==> src/rtl/softmax_seq_ctrl.sv <==
// softmax_seq_ctrl
//   Sequencer around fp16_softmax for the NPU output stage. Gathers a stream
//   of FP16 neuron values into an IN_OUT_NUM-lane vector, then runs the
//   softmax through start, wait-for-valid and clear. It scans the softmax
//   outputs for the argmax and returns a 1-based class index on a
//   valid/ready result port. A watchdog ends the wait if the softmax never
//   asserts valid.
//
// Ports
//   clk, reset            rising-edge clock, synchronous active-high reset
//   in_valid/in_ready     neuron value handshake, in_data = FP16 value
//   sm_start_op, sm_clear one-cycle control pulses to fp16_softmax
//   sm_input_neuron_val   lane vector to softmax (lane k = [k*16 +: 16])
//   sm_output_neuron_val  softmax result vector, qualified by sm_valid
//   res_valid/res_ready   result handshake
//   res_class             argmax lane + 1, 0 when no output is positive
//   res_max               FP16 value of the winning lane
//   res_err               softmax timed out for this result
//   busy                  high whenever not collecting inputs
module softmax_seq_ctrl #(
  parameter int unsigned IN_OUT_NUM     = 10,
  parameter int unsigned TIMEOUT_CYCLES = 255,
  localparam int unsigned CW            = $clog2(IN_OUT_NUM + 1)
) (
  input  logic                    clk,
  input  logic                    reset,
  input  logic                    in_valid,
  output logic                    in_ready,
  input  logic [15:0]             in_data,
  output logic                    sm_start_op,
  output logic                    sm_clear,
  output logic [IN_OUT_NUM*16-1:0] sm_input_neuron_val,
  input  logic [IN_OUT_NUM*16-1:0] sm_output_neuron_val,
  input  logic                    sm_valid,
  output logic                    res_valid,
  input  logic                    res_ready,
  output logic [CW-1:0]           res_class,
  output logic [15:0]             res_max,
  output logic                    res_err,
  output logic                    busy
);

  typedef enum logic [2:0] {
    S_LOAD,
    S_START,
    S_WAIT,
    S_SCAN,
    S_CLEAR,
    S_RESULT
  } state_t;

  localparam logic [CW-1:0] LAST_LANE = CW'(IN_OUT_NUM - 1);
  localparam logic [15:0]   WD_LAST   = 16'(TIMEOUT_CYCLES - 1);

  state_t                  state, state_nxt;
  logic [CW-1:0]           cnt;        // load lane in LOAD, scan lane in SCAN
  logic [15:0]             wd;         // cycles spent in WAIT
  logic [IN_OUT_NUM*16-1:0] snap;      // softmax outputs captured on sm_valid
  logic [14:0]             best_key;
  logic [CW-1:0]           best_idx;
  logic [15:0]             best_val;
  logic                    err_q;
  logic                    last_lane;
  logic                    wd_expired;
  logic [15:0]             scan_val;
  logic [14:0]             scan_key;

  assign last_lane  = (cnt == LAST_LANE);
  assign wd_expired = (wd == WD_LAST);

  // Lane under scan and its compare key; negative values and zero both map
  // to key 0 so they can never win against a positive value.
  always_comb begin
    scan_val = '0;
    for (int unsigned k = 0; k < IN_OUT_NUM; k++) begin
      if (cnt == CW'(k)) scan_val = snap[k*16 +: 16];
    end
    scan_key = scan_val[15] ? '0 : scan_val[14:0];
  end

  always_ff @(posedge clk) begin
    if (reset) state <= S_LOAD;
    else       state <= state_nxt;
  end

  always_comb begin
    state_nxt   = state;
    in_ready    = 1'b0;
    sm_start_op = 1'b0;
    sm_clear    = 1'b0;
    res_valid   = 1'b0;
    busy        = 1'b1;
    case (state)
      S_LOAD: begin
        in_ready = 1'b1;
        busy     = 1'b0;
        if (in_valid && last_lane) state_nxt = S_START;
      end
      S_START: begin
        sm_start_op = 1'b1;
        state_nxt   = S_WAIT;
      end
      S_WAIT: begin
        if (sm_valid)        state_nxt = S_SCAN;
        else if (wd_expired) state_nxt = S_CLEAR;
      end
      S_SCAN: begin
        if (last_lane) state_nxt = S_CLEAR;
      end
      S_CLEAR: begin
        sm_clear  = 1'b1;
        state_nxt = S_RESULT;
      end
      S_RESULT: begin
        res_valid = 1'b1;
        if (res_ready) state_nxt = S_LOAD;
      end
      default: state_nxt = S_LOAD;
    endcase
  end

  always_ff @(posedge clk) begin
    if (reset) begin
      cnt                 <= '0;
      wd                  <= '0;
      sm_input_neuron_val <= '0;
      snap                <= '0;
      best_key            <= '0;
      best_idx            <= '0;
      best_val            <= '0;
      err_q               <= 1'b0;
      res_class           <= '0;
      res_max             <= '0;
      res_err             <= 1'b0;
    end else begin
      wd <= (state == S_WAIT) ? wd + 1'b1 : '0;
      case (state)
        S_LOAD: begin
          if (in_valid) begin
            for (int unsigned k = 0; k < IN_OUT_NUM; k++) begin
              if (cnt == CW'(k)) sm_input_neuron_val[k*16 +: 16] <= in_data;
            end
            cnt <= last_lane ? '0 : cnt + 1'b1;
          end
        end
        S_WAIT: begin
          if (sm_valid) begin
            snap     <= sm_output_neuron_val;
            best_key <= '0;
            best_idx <= '0;
            best_val <= '0;
            err_q    <= 1'b0;
          end else if (wd_expired) begin
            best_key <= '0;
            best_idx <= '0;
            best_val <= '0;
            err_q    <= 1'b1;
          end
        end
        S_SCAN: begin
          // Strict compare keeps the lowest lane on ties.
          if (scan_key > best_key) begin
            best_key <= scan_key;
            best_idx <= cnt + 1'b1;
            best_val <= scan_val;
          end
          cnt <= last_lane ? '0 : cnt + 1'b1;
        end
        S_CLEAR: begin
          res_class <= best_idx;
          res_max   <= best_val;
          res_err   <= err_q;
        end
        default: ;
      endcase
    end
  end

endmodule

==> config.mk <==
export PLATFORM = sky130hd
export DESIGN_NAME = softmax_seq_ctrl
export DESIGN_NICKNAME = d
export VERILOG_FILES = /design/src/rtl/softmax_seq_ctrl.sv
export SDC_FILE = /design/constraint.sdc
export NUM_CORES = 1
export LEC_CHECK = 0
export CELL_PAD_IN_SITES_DETAIL_PLACEMENT = 0
export CELL_PAD_IN_SITES_GLOBAL_PLACEMENT = 2
export CORE_AREA = 2 2 240 242
export CTS_CLUSTER_SIZE = 25
export DETAILED_ROUTE_END_ITERATION = 6
export DIE_AREA = 0 0 242 244
export GPL_ROUTABILITY_DRIVEN = 0
export PLACE_DENSITY = 0.87
export SYNTH_ARGS = -nofsm -noshare
export SYNTH_HDL_FRONTEND = slang
export SYNTH_SLANG_ARGS = --single-unit
==> constraint.sdc <==
create_clock -name clk -period 4.6 [get_ports clk]
set_input_delay 0.46 -clock clk [delete_from_list [all_inputs] [get_ports clk]]
set_output_delay 0.46 -clock clk [all_outputs]
set_load 0.05 [all_outputs]
# == Word-level counts from Yosys, hierarchy flattened ==
# Cells that the tools add are included.
# word_totals
reg_bits,400
in_bits,181
out_inout_bits,186
wordCells,107
# op_classes
n_addsub,2
magnitude_cmp,1
n_eq_ne,21
muxes,39
bitwise,1
reduce_logical,22
# ops
cell,count
2-to-1 mux 16 bit,13
2-to-1 mux 15 bit,4
AND reduction 3 bit,11
one-hot mux 16 bit (2 select lines),1
one-hot mux 15 bit (2 select lines),1
2-to-1 mux 4 bit,5
one-hot mux 3 bit (6 select lines),1
"adder 16 x 1 -> 16 bit, second input constant",1
"equality test 16 x 8 -> 1 bit, second input constant",1
"equality test 4 x 3 -> 1 bit, second input constant",4
one-hot mux 4 bit (2 select lines),2
> comparator 15 bit,1
2-to-1 mux 3 bit,5
"!= test 2 bit, second input constant",5
"equality test 4 x 2 -> 1 bit, second input constant",2
"equality test 4 bit, second input constant",2
2-to-1 mux 1 bit,7
"equality test 3 x 2 -> 1 bit, second input constant",2
"equality test 3 bit, second input constant",2
AND reduction 2 bit,3
nonzero test 2 bit,3
"adder 4 x 1 -> 4 bit, second input constant",1
"equality test 4 x 1 -> 1 bit, second input constant",1
zero test 4 bit,1
other kinds (7),7

# == Logic depth before layout (Yosys ltp) ==
# Gate-level depths: netlist of run 1.
# logic_depth
word_depth,15
depth_mapped,19
mapped_depth_nobuf,15

# == Worst setup path before layout of run 1 ==
# Ideal clock, no wire load.
# synth_timing
path_type,register to register
from,register cnt[1]
to,register best_key[11]
setup_time_ps,117
arrival_time_ps,3345
path_slack_ps,1138
path_stages_with_launch,16
n_path_buf,3
synth_period_minus_slack_ps,3462
path_cell_list,dfxtp_1 inv_1 ha_1 buf_2 a211oi_1 o21ai_1 a311oi_2 nor2_2 a31oi_1 ha_1 a211o_1 o311a_1 o311a_1 buf_2 buf_2 a22o_1
# synth_via
elab_chain_cells,15
elab_cells_between_ends,26
cone_classes,1 x order compare; 10 x eq/ne; 13 x mux; 2 x reduce/logical
# synth_lines
item,line,source
start: declaration,56,logic [CW-1:0] cnt;
start signal: assignment,143,cnt <= last_lane ? '0 : cnt + 1'b1;
start signal: assignment,167,cnt <= last_lane ? '0 : cnt + 1'b1;
zero test 4 bit,76,if (cnt == CW'(k)) scan_val = snap[k*16 +: 16];
2-to-1 mux 16 bit (9 in a row),76,
2-to-1 mux 16 bit *,76,
2-to-1 mux 15 bit *,78,scan_key = scan_val[15] ? '0 : scan_val[14:0];
> comparator 15 bit,162,if (scan_key > best_key) begin
!= test 2 bit (no line),--,
AND reduction 3 bit (no line),--,
end signal: assignment,163,best_key <= scan_key;
end: declaration,59,logic [14:0] best_key;
# Every way passes the cells marked *; elsewhere a longest branch is shown, timed or not. The select of a mux whose other input is x is not followed.
# A chain may end at the register's enable or synchronous reset.

# == Worst setup path in the final report of run 1 ==
# layout_timing
from,register cnt[2]
to,register best_val[12]
# layout_via
elab_chain_cells,15
elab_cells_between_ends,26
cone_classes,1 x order compare; 10 x eq/ne; 13 x mux; 2 x reduce/logical
# layout_lines
item,line,source
zero test 4 bit,76,
2-to-1 mux 16 bit (9 in a row),76,
2-to-1 mux 16 bit *,76,
2-to-1 mux 15 bit,78,
> comparator 15 bit,162,
!= test 2 bit (no line),--,
AND reduction 3 bit (no line),--,
end signal: assignment,165,best_val <= scan_val;
end: declaration,61,logic [15:0] best_val;
# Marked as above.

==> results.md, run 1 <==
* Drt wl/cell at around 19 microns
* Yosys top cell area share at slightly below 50%
* Final wirelength at roughly 60000 microns
* CP cell instances: buf_4 > o21ai_0 > nand2b_1 > a21oi_1 > o21ai_0 > a31oi_2 > ha_1 > nand4_1 > nor2_1 > o311a_1 > o311a_1 > buf_4 > a22o_1
* Setup violators final at 0
* Fin. max-slew vios at 0
* Vias/cell at around 4.8
* Final setup skew at 0.03029 ns
* MaxCap Viol Count at 0
* Root Driver: clkbuf_16
* Worst-Skew Late Latency at 0.59 ns
* Critical Path Max Stage Delay at roughly 0.7 ns
* Port bufs at about 370
* Post-synth cell types at a little under 60
* Crit-path leading delay family: compound AO/OA/AOI/OAI gates
* Congestion Overflow GR at 0
* Leak pwr at just over 0.007 uW
* Fillcell total at just under 6000
* Clk pin slew, worst setup/hold paths at 0.06 ns
* First-pass GRT wire length at approximately 90000 microns
* DIE AREA at around 0.059 sq mm
* Global Route Usage Sum at a little under 20%
* CTS H-tree depth at 2
* P&R area growth vs syn at 33.71%
* Number of synthesis warnings at 0
* CTS sink count at 400
* Final core occ at about two fifths
* Placeable core area at ~0.056 sq mm
* Largest net degree at the start of global routing at between 150 and 200
* Buffers and inverters on the worst path at 2
* Vias at approximately 15000
* Highest Signal Layer: met5
* Pre-Repair DR Iteration Count at 7
* Worst Tran Pin Value at 0.9349 ns
* PwrDens at roughly 350 mW/mm^2
* Tcrit/Tclk final at 93.20%
* CP Launch Type: flip-flop
* Power Total at roughly 7600 uW
* Layout cells sized above 1 at roughly 5.7%
* Slew HR at a little under two fifths
* Met2 wire length at around 29000 microns
* Die span in y at around 240 microns
* Status: finished, final reports clean
* Crit path max fanout at 31
* Post-Syn Instances at just over 2000
* Fin Setup TNS at 0 ns
* Area of the mapped netlist at 0.01623 sq mm
* Mapped Nets at around 2300
* Hold-fix buffers, CTS at 0
* I/O pin total at approximately 370
* Die W at about 240 microns
* Longest Clk Path Bufs at 3
* Max Fclk at 233.2 MHz
* Initial antenna violation count at 1
* Syn Area/Cell at 7.843 sq um
* R2R setup slack at between 0.3 and 0.4 ns
* Routed wl met3 at a little over 3000 microns
* Kind of critical path: reg -> reg
* Register bit total from synthesis at 400
* CTS Buf Count at between 40 and 50
* Post-route ant nets at 0
* Worst min path class: in -> reg
* Crit path arrival time at 4.82 ns
* Number of remaining DRC errors at 0
* CTS tree: done
* Seq/Total Area, Yosys at 49.35%
* Post-layout nets at between 2000 and 3000
* Placed Instances at between 3000 and 4000
* Worst path required time at roughly 5.1 ns
* Peak supply drop at around 260 uV
* RSZ-0062 raised after global routing: false
* Slowest-stage cell, CP: dfxtp_1
* Routed metal-1 wire length at around 27000 microns
* Vias in the first global route at roughly 15000
* Row cnt at slightly below 90
* Leading area contributor after synthesis: dfxtp_1
* Final Hold Vio Count at 0
* Non-Filler Instances at around 3100
* N_diodes at 0
* Synth top area cells: dfxtp_1 (49%), nand2_1 (17%), a21oi_1 (12%), clkbuf_1 (2.4%), nand3_1 (1.8%)
* HPWL after DPL at between 40000 and 50000 microns
* Starting density of the core at ~29%
* Crit path time final at 4.287 ns
* Initial DRC Count at around 1100
* CP endpoint kind: flip-flop
state kept, by name (all words and copies together) (netlist names):
| signal | count |
|---|---|
| sm_input_neuron_val | 160 |
| snap | 160 |
| best_val | 16 |
| res_max | 16 |
| wd | 16 |
| best_key | 15 |
| best_idx | 4 |
| cnt | 4 |
| res_class | 4 |
| state | 3 |
| err_q | 1 |
| res_err | 1 |
cells in the final DEF (no fill, tap or decap), types with 15 or more instances in the layout:
| cell type | n |
|---|---|
| nand3b_1 | 19 |
| nand3_1 | 59 |
| o211ai_1 | 17 |
| nor2_1 | 37 |
| buf_4 | 19 |
| nand2_1 | 713 |
| clkbuf_1 | 15 |
| clkbuf_16 | 45 |
| inv_1 | 21 |
| a21oi_1 | 393 |
| a221o_1 | 27 |
| clkdlybuf4s50_1 | 365 |
| ha_1 | 19 |
| o21ai_0 | 26 |
| dfxtp_1 | 400 |
| a22o_1 | 30 |
worst reg2reg max path, stage by stage, from the launching register on:
cell and delay (ns):
dfxtp_1 0.69, buf_4 0.37, o21ai_0 0.13, nand2b_1 0.39, a21oi_1 0.16, o21ai_0 0.44
a31oi_2 0.18, ha_1 0.33, nand4_1 0.12, nor2_1 0.18, o311a_1 0.21, o311a_1 0.56
buf_4 0.32, a22o_1 0.16
cells by family after synthesis:
group,synth area share [%]
and+or+nand+nor,23.22
muxes,0.06169
AOI/OAI and AO/OA,19.41
adders and majority gates,1.619
xor gates and xnor gates,0.7557
buffers and inverters,5.583
DFF,49.35
per-stage QoR:
stage	setup WS, ns	instance area [sq um]	hold WS (ns)
floorplan	1.138	16230	0.4316
global placement	0.09226	20230	0.4403
detailed placement	-0.07197	20230	0.4458
CTS	0.2642	21690	0.3811
global route	0.01626	21700	0.4152
finish	0.3127	21700	0.3897
layer usage:
layer  vias up  GRT usage (%)
met5         -              0
met4         2          6.463
met3        90          3.534
met2       426          34.03
met1      7113          24.97
li1       7471              -
layout make-up:
type                    count  area, sq um  area share [%]
multi-input cells        1478         7346           33.86
well taps                 756        945.9           4.360
clock buffers              69         1306           6.020
flip-flops and latches    400         8008           36.91
inverters                  23        91.34          0.4210
clock inverters            13        148.9          0.6862
repair buffers            387         3851           17.75
synth_stat cells, drive strengths merged:
| cell | count |
|---|---|
| o31a | 1 |
| nor3 | 9 |
| and3b | 2 |
| ha | 21 |
| xnor2 | 3 |
| a22o | 30 |
| nand2b | 4 |
| and4 | 1 |
| o21a | 1 |
| buf | 66 |
| a221o | 27 |
| o21ai | 42 |
| mux2i | 1 |
| o221ai | 3 |
| and3 | 11 |
| and2 | 4 |
| nand3 | 59 |
| or3 | 3 |
| o2bb2ai | 1 |
| o211ai | 17 |
| nor3b | 2 |
| nor2 | 44 |
| a311oi | 2 |
| nand3b | 19 |
| clkinv | 2 |
| o221a | 1 |
| a221oi | 2 |
| a21oi | 393 |
| nor4b | 1 |
| inv | 21 |
| nor2b | 7 |
| a211oi | 2 |
| dfxtp | 400 |
| a31oi | 14 |
| o311a | 2 |
| nand4 | 3 |
| a21o | 2 |
| o211a | 1 |
| nand2 | 729 |
| clkbuf | 102 |
| xor2 | 11 |
| a211o | 1 |
| o22ai | 2 |
final timing paths:
path,start,to,depth (start not counted)
setup / recovery,cnt[2],best_val[12],13
hold / removal,reset,sm_input_neuron_val[37],2
setup reg to reg,cnt[2],best_val[12],13
hold reg to reg,sm_input_neuron_val[80],sm_input_neuron_val[80],2
power breakdown:
group          total [uW]  switching, uW  internal [uW]  leakage (uW)
Combinational         546            319            227       0.00321
Clock                3540           1470           2070      0.000704
Sequential           3500           12.8           3480       0.00322
repair_timing:
| action | CTS | global route |
|---|---|---|
| setup buffers | 0 | 0 |
| setup endpoints to repair | 30 | 30 |
| gates resized for setup | 1 | 2 |
Power figures use the tool's default switching activity.
==> run 2, diff against run 1 <==
CAP_MARGIN = 0   (was unset)
==> results of run 2 <==
The final DEF is identical to that of run 1; final timing and power are the same.
==> RTL edit: new RTL, flow settings as in run 1 <==
Set the parameter `IN_OUT_NUM` to 9 (it was 10).
--- a/src/rtl/softmax_seq_ctrl.sv
+++ b/src/rtl/softmax_seq_ctrl.sv
@@ -18,7 +18,7 @@
 //   res_err               softmax timed out for this result
 //   busy                  high whenever not collecting inputs
 module softmax_seq_ctrl #(
-  parameter int unsigned IN_OUT_NUM     = 10,
+  parameter int unsigned IN_OUT_NUM     = 9,
   parameter int unsigned TIMEOUT_CYCLES = 255,
   localparam int unsigned CW            = $clog2(IN_OUT_NUM + 1)
 ) (
Ports: changed (resized sm_input_neuron_val and sm_output_neuron_val); port bits go from 367 to 335. The function was not compared with the original's and may differ.
==> RTL edit against run 1 <==
Count of clock-buffer cells in the layout fell by 11. Critical path depth up 1. Synthesized area shrank 6.6%. First-iteration DRC count decreased by 25%. Cell area is 5.7% lower. Combinational power up 53%. Routed wire length down 9.3%. Non-clock buffer count shrank 35. Sequential power down 6.6%. Final cell count is 5.1% lower. Power grew 3.2%. Global-route usage down 1.8 points. Setup slack better by 0.053 ns. Sequential cell count shrank 32. Critical path type unchanged. Largest power group unchanged. Highest routed layer is now met4.
==> RTL edit: results (changes against run 1) <==
----------------------------------------------------
[Min path]
  Worst Hold Path EP ... state[1] (was sm_input_neuron_val[37])

[GRT]
  Largest net degree at the start of global routing ... 166 (was 162)
  Met1 capacity usage during global routing ... 22.7% (was 25.0%)
  Initial antenna violation count ... 0 (was 1)
  Total track usage ... 18.0% (was 19.8%)
  Via count of the first global-routing pass ... 13,900 (was 14,500)
  Wire length of the first global-routing pass ... 82,400 um (was 90,600 um)
  Met2 Resource Use GR ... 30.0% (was 34.0%)

[Place]
  DP HPWL ... 39,200 um (was 44,500 um)
  Total instance count after detailed placement ... 2,890 (was 3,044)

[Layout]
  Net count, final ... 2,365 (was 2,537)
  Multi-input comb cells ... 1,383 (was 1,478)
  Buffering overhead ... 17.3% (was 17.7%)
  Post-route non-filler standard cell count ... 2,968 (was 3,126)
  Clk tree area frac ... 7.57% (was 6.71%)
  Count of plain and timing-repair buffers ... 352 (was 387)
  Area growth from synthesis to final layout ... 34.9% (was 33.7%)
  Proportion of cell area occupied by multi-input gates ... 34.0% (was 33.9%)
  Area taken by flip-flops and latches ... 7370 um2 (was 8010 um2)
  Inverters ... 31 (was 23)
  Registers with the most flip-flops ... sm_input_neuron_val (144), snap (144) (was sm_input_neuron_val (160), snap (160))

[Routing]
  Length of routed met2 wiring ... 25,700 um (was 28,700 um)
  First DRT Iteration DRCs ... 810 (was 1,073)
  Uppermost metal layer occupied by signal nets ... met4 (was met5)
  Met1 routed wirelength after detailed routing ... 23,900 um (was 26,700 um)
  Mean routed wirelength per cell ... 18.4 um (was 19.3 um)
  Number of detailed-route iterations in the first pass ... 5 (was 7)

[Worst setup path]
  Maximum fanout encountered on the critical timing path ... 28 (was 31)
  RR Startpoint ... cnt[0] (was cnt[2])
  Delay of the slowest critical-path stage ... 0.64 ns (was 0.69 ns)
  Cell with the largest stage delay on the worst path ... sky130_fd_sc_hd__a211o_1 (was sky130_fd_sc_hd__dfxtp_1)

[CTS]
  Number of clock buffers inserted by TritonCTS ... 43 (was 45)
  Total of cells resized after clock tree synthesis ... 0 (was 1)

[Pwr]
  Clock network power consumption ... 3730 uW (was 3540 uW)
  Post-route total power ... 7830 uW (was 7590 uW)
  Worst ir drop on vdd ... 0.251 mV (was 0.263 mV)
  Internal Pwr Total ... 5850 uW (was 5780 uW)

[Logic synthesis]
  Netlist cell types ... 65 (was 59)
  Cell area after synthesis ... 15,200 um2 (was 16,200 um2)
  Net count after synthesis ... 2,121 (was 2,271)
  Most area-consuming cells after synthesis ... sky130_fd_sc_hd__dfxtp_1, sky130_fd_sc_hd__nand2_1, sky130_fd_sc_hd__a21oi_1 (unchanged)
  Cells after Synth ... 1,935 (was 2,069)

[STA]
  Maximum clock frequency ... 236 MHz (was 233 MHz)
  Final clock skew ... 0.0234 ns (was 0.0303 ns)
  Final Hold Slack ... 0.426 ns (was 0.390 ns)

[Status]
  Status ... complete, no violations (unchanged)

----------------------------------------------------
## RTL edit: cell types whose count changed after synthesis, moves of 15 or more
cell / delta
sky130_fd_sc_hd__a32oi_1: +15
sky130_fd_sc_hd__a22oi_1: +15
sky130_fd_sc_hd__o21ai_0: +26
sky130_fd_sc_hd__a21oi_1: -96
sky130_fd_sc_hd__clkbuf_1: -18
sky130_fd_sc_hd__a22o_1: -26
sky130_fd_sc_hd__a221o_1: -27
sky130_fd_sc_hd__a21oi_2: +40
sky130_fd_sc_hd__dfxtp_1: -32
sky130_fd_sc_hd__nand3_1: -49
sky130_fd_sc_hd__nand3b_1: -16
## RTL edit: cell families after synthesis
kind of cell             count (synthesis)  share of synthesized area (%)
adder cells (fa/ha/maj)                 21                           1.73
buffers and inverters                  184                           5.71
AO/OA/AOI/OAI                          504                           20.2
AND/OR/NAND/NOR                        836                           22.5
XOR/XNOR                                14                          0.809
flip-flops                             368                           48.6
multiplexers                             8                          0.536
